File: config.mk
export PLATFORM = sky130hd
export DESIGN_NAME = alu_operand_issue
export DESIGN_NICKNAME = d
export VERILOG_FILES = /design/src/rtl/alu_operand_issue.sv
export SDC_FILE = /design/constraint.sdc
export NUM_CORES = 2
export LEC_CHECK = 0
export BUFFER_PORTS_ARGS = -buffer_cell sky130_fd_sc_hd__buf_2
export CORE_UTILIZATION = 60
export CTS_BUF_LIST = sky130_fd_sc_hd__clkbuf_8
export CTS_CLUSTER_DIAMETER = 150
export DETAILED_ROUTE_END_ITERATION = 16
export PLACE_DENSITY = 0.78
export SYNTH_ARGS = -nofsm -noshare
export SYNTH_HDL_FRONTEND = slang
export SYNTH_SLANG_ARGS = --single-unit
File: constraint.sdc
create_clock -name clk -period 4.2 [get_ports clk]
set_clock_uncertainty 0.15 [all_clocks]
set_input_delay 0.21 -clock clk [delete_from_list [all_inputs] [get_ports clk]]
set_output_delay 0.21 -clock clk [all_outputs]
set_load 0.1 [all_outputs]
File: src/rtl/alu_operand_issue.sv
// Operand issue and writeback stage feeding the ALU.
// It holds a 32-entry register file, streams operands and watches for ALU timeouts.
module alu_operand_issue #(
    parameter int BUS_WIDTH      = 32,
    parameter int OPCODE_WIDTH   = 11,
    parameter int TIMEOUT_CYCLES = 64
) (
    input  logic                    clk,
    input  logic                    rst,
    input  logic                    dec_valid,
    output logic                    dec_ready,
    input  logic [OPCODE_WIDTH-1:0] dec_op_code,
    input  logic [4:0]              dec_rs1,
    input  logic [4:0]              dec_rs2,
    input  logic [4:0]              dec_rd,
    input  logic                    dec_use_imme,
    input  logic [BUS_WIDTH-1:0]    dec_imme_value,
    input  logic                    rf_init_we,
    input  logic [4:0]              rf_init_addr,
    input  logic [BUS_WIDTH-1:0]    rf_init_data,
    output logic [BUS_WIDTH-1:0]    imme_value,
    output logic [BUS_WIDTH-1:0]    rs_data,
    output logic                    rs_data_sel,
    output logic                    rs_data_valid,
    output logic [OPCODE_WIDTH-1:0] op_code,
    input  logic [BUS_WIDTH-1:0]    alu_out,
    input  logic                    alu_valid_out,
    input  logic                    op_done,
    output logic                    retire_valid,
    output logic [4:0]              retire_rd,
    output logic [BUS_WIDTH-1:0]    retire_data,
    output logic                    timeout_err
);

    localparam int CW = $clog2(TIMEOUT_CYCLES);
    localparam logic [CW-1:0] WD_MAX = CW'(TIMEOUT_CYCLES - 1);

    typedef enum logic [1:0] {
        IDLE,
        SEND_RS1,
        SEND_RS2,
        WAIT_DONE
    } state_t;

    state_t               state;
    logic [BUS_WIDTH-1:0] rf [32];
    logic [4:0]           rs2_q;
    logic [4:0]           rd_q;
    logic                 use_imme_q;
    logic                 got_result;
    logic [CW-1:0]        wdog;
    logic [BUS_WIDTH-1:0] rs1_val;
    logic [BUS_WIDTH-1:0] rs2_val;

    // rs1 is read at accept time, so a preload in the same cycle is forwarded
    always_comb begin
        rs1_val = rf[dec_rs1];
        if (rf_init_we && rf_init_addr == dec_rs1) rs1_val = rf_init_data;
        if (dec_rs1 == 5'd0) rs1_val = '0;
        rs2_val = (rs2_q == 5'd0) ? '0 : rf[rs2_q];
    end

    always_ff @(posedge clk) begin
        if (rst) begin
            state         <= IDLE;
            dec_ready     <= 1'b0;
            imme_value    <= '0;
            rs_data       <= '0;
            rs_data_sel   <= 1'b0;
            rs_data_valid <= 1'b0;
            op_code       <= '0;
            retire_valid  <= 1'b0;
            retire_rd     <= '0;
            retire_data   <= '0;
            timeout_err   <= 1'b0;
            rs2_q         <= '0;
            rd_q          <= '0;
            use_imme_q    <= 1'b0;
            got_result    <= 1'b0;
            wdog          <= '0;
            for (int i = 0; i < 32; i++) rf[i] <= '0;
        end else begin
            retire_valid <= 1'b0;
            timeout_err  <= 1'b0;
            unique case (state)
                IDLE: begin
                    if (rf_init_we && rf_init_addr != 5'd0)
                        rf[rf_init_addr] <= rf_init_data;
                    if (dec_valid && dec_ready) begin
                        op_code       <= dec_op_code;
                        imme_value    <= dec_imme_value;
                        rs2_q         <= dec_rs2;
                        rd_q          <= dec_rd;
                        use_imme_q    <= dec_use_imme;
                        rs_data       <= rs1_val;
                        rs_data_sel   <= 1'b0;
                        rs_data_valid <= 1'b1;
                        dec_ready     <= 1'b0;
                        state         <= SEND_RS1;
                    end else begin
                        dec_ready <= 1'b1;
                    end
                end
                SEND_RS1: begin
                    if (use_imme_q) begin
                        rs_data_valid <= 1'b0;
                        wdog          <= '0;
                        got_result    <= 1'b0;
                        state         <= WAIT_DONE;
                    end else begin
                        rs_data     <= rs2_val;
                        rs_data_sel <= 1'b1;
                        state       <= SEND_RS2;
                    end
                end
                SEND_RS2: begin
                    rs_data_valid <= 1'b0;
                    rs_data_sel   <= 1'b0;
                    wdog          <= '0;
                    got_result    <= 1'b0;
                    state         <= WAIT_DONE;
                end
                WAIT_DONE: begin
                    if (alu_valid_out && !got_result) begin
                        if (rd_q != 5'd0) rf[rd_q] <= alu_out;
                        got_result   <= 1'b1;
                        retire_valid <= 1'b1;
                        retire_rd    <= rd_q;
                        retire_data  <= alu_out;
                    end
                    if (op_done) begin
                        dec_ready <= 1'b1;
                        state     <= IDLE;
                    end else if (wdog == WD_MAX) begin
                        timeout_err <= 1'b1;
                        dec_ready   <= 1'b1;
                        state       <= IDLE;
                    end else begin
                        wdog <= wdog + 1'b1;
                    end
                end
                default: state <= IDLE;
            endcase
        end
    end

endmodule

==> summary.txt <==
Power
  – Total power: 30.6 mW
  – Power Dens Cells: 452 mW/mm^2
  – Leakage: 24.5 nW
  – Worst VDD drop: 0.000382 V

Routing
  – Routed Antenna Nets: 0
  – Routed WL per cell: 31.8 microns
  – Via-per-instance ratio: 7.05
  – Final WL: 196 mm
  – Drt drc: 0
  – Routed vias: 43400
  – DRT Pass-1 Iters: 6
  – DR iter-0 viols: 6959

Place
  – Placer Congestion: 0.928
  – DP Worst Slack: 504 ps
  – PortBufs: 250
  – Placed cells: 5579
  – Cell area after placement: 0.0618 sq mm
  – Final HPWL DP: 116 mm

Floorplan
  – Die H: 313 microns
  – I/O pin count: 251
  – Starting Density: 60.8%
  – Core footprint: 0.0954 sq mm
  – Die width: 313 microns
  – Site row count: 113
  – Die area: 0.0980 sq mm

CTS
  – H-Tree Level Count: 4
  – CTS tree: yes
  – Num CTS Buffers: 188
  – Post-CTS Setup Inserts: 0
  – CTS Root Cell: clkbuf_8
  – Worst-Skew Late Latency: 890 ps
  – Clk slew on worst S/H paths: 60 ps
  – Clk buf depth: 3
  – CTS sink cnt: 1166

Timing
  – TNS Setup: 0 ps
  – Slew HR: 18.4%
  – Final worst setup slack: 314 ps
  – Post-layout min period: 3890 ps
  – Final period util: 92.5%
  – Final Setup Violations: 0
  – Fmax: 257 MHz
  – Fin Hold WS: 34.9 ps
  – Final Slew Violations: 0
  – Final hold violation count: 0
  – Slew @ Worst Pin: 1220 ps
  – RSZ-0062 raised after global routing: false

Logic synthesis
  – Largest area contributor in the netlist: edfxtp_1
  – Synth Instances: 4282
  – Yosys warns: 0
  – Synth top area share: 53.0%
  – Asr flop ratio synth: 0%
  – Synth cell types: 58
  – Sequential share of the synthesized area: 57.9%
  – Synth top area cells: edfxtp_1 53%, mux4_2 17%, nor2_1 7.0%
  – EDFF count, synth: 1024
  – Avg Cell Area, Syn: 13.6 sq um
  – Seq cells post-synth: 1166
  – Dominant synthesized flop cell: edfxtp_1
  – Synthesized area: 0.0581 sq mm

Finish
  – Final Cell Area: 0.0678 sq mm
  – Most frequent cells in the layout: 1084 x nor2_1, 1024 x edfxtp_1, 448 x mux4_2
  – Area Overhead vs Synth: 16.8%
  – Share of cells above drive strength 1: 27.2%
  – Fill cell count: 6108
  – Post-Layout Cell Count: 6163
  – Most common cell after layout, fill and taps aside: nor2_1
  – Nets: 4881
  – Final core occ: 71.0%

Status
  – Status: finished clean

Global route
  – Global-route wire length before repair: 281 mm
  – Grt ovf: 0
  – Largest net degree at the start of global routing: 137
  – Initial antenna violation count: 10
  – Vias in the first global route: 44000
  – GRT Overall Usage: 39.9%

Setup path
  – CP Data Arrival Time: 4280 ps
  – Crit-path max FO: 32
  – Startpoint Class: flip-flop
  – WS Path Type: reg -> reg
  – CP required: 4600 ps
  – Element type at the critical path end: flip-flop

Flow run
  – Maxcap violations: 0

Hold path
  – Min-Delay Path Class: in -> reg
## per-layer routing
layer,vias up,global-route usage [%],wire [microns],share of wire [%]
met4,12,23.7,13200,6.7
li1,17100,-,-,-
met5,-,0,69,0.035
met1,21100,48.9,61200,31
met2,4245,61.1,89300,46
met3,973,14.6,32100,16
## Yosys cell counts, types with 33 or more instances
library cell,number
nor2_1,1085
edfxtp_1,1024
mux4_2,448
clkbuf_1,285
mux2i_1,258
nand2_1,197
dfxtp_1,142
buf_2,111
mux2_2,97
a21oi_1,96
a22oi_1,64
a211oi_1,41
o21ai_0,39
nand2b_1,37
a22o_1,33
## what timing repair did
action / in CTS / in global routing
endpoints found under the hold margin: 1219 / 0
gates resized for setup: 0 / 0
hold buffers: 238 / 0
## critical path: stages (launching register included)
cell	delay [ps]
dfxtp_1	400
ha_1	360
and4bb_2	440
buf_4	540
and2_1	270
a31oi_1	60
o32ai_1	230
buf_4	230
nand2_1	120
nand2b_2	450
buf_12	270
## report_power, final
part | internal, mW | switching [mW] | leakage (nW)
Clock | 4.93 | 4.69 | 2.11
Combinational | 2.50 | 4.69 | 10.6
Sequential | 13.3 | 0.514 | 11.7
Total | 20.7 | 9.90 | 24.5
## flip-flops by register name (all words and copies together) (netlist names), 2 cells and up, named ones only
register and cells:
rs2_q 5, retire_data 32, rd_q 5, wdog 6
rf 1024, op_code 11, imme_value 32, rs_data 32
state 2, retire_rd 5
## cell families (layout without fill, tap and decap cells)
group / Yosys count / count (layout) / share of synthesized area (%)
compound gates: 445 / 445 / 5.36
xor+xnor: 9 / 9 / 0.136
fa+ha+maj: 5 / 5 / 0.108
buf+inv: 454 / 1035 / 3.34
flops: 1166 / 1166 / 57.9
mux: 803 / 803 / 23.7
other cells: 1 / 36 / 0.00646
simple gates: 1399 / 1399 / 9.50
## worst paths after layout
kind                     end  depth (start not counted)     startpoint  slack [ps]
max                rf[9][14]                         10       state[1]         310
min          retire_data[19]                          3    alu_out[19]          30
max reg2reg        rf[9][14]                         10       state[1]         310
min reg2reg    imme_value[1]                          2  imme_value[1]         310
## layout make-up
| type | count | area, sq um | share of cell area, % |
|---|---|---|---|
| Antenna cell | 4 | 10.0 | 0.0148 |
| Clock buffer | 209 | 2880 | 4.24 |
| Clock inverter | 133 | 746 | 1.10 |
| Inverter | 8 | 30.0 | 0.0443 |
| Multi-Input combinational cell | 2693 | 23200 | 34.2 |
| Sequential cell | 1166 | 33600 | 49.6 |
| Tap cell | 1265 | 1580 | 2.33 |
| Timing Repair Buffer | 685 | 5760 | 8.50 |
Power figures use the tool's default switching activity.
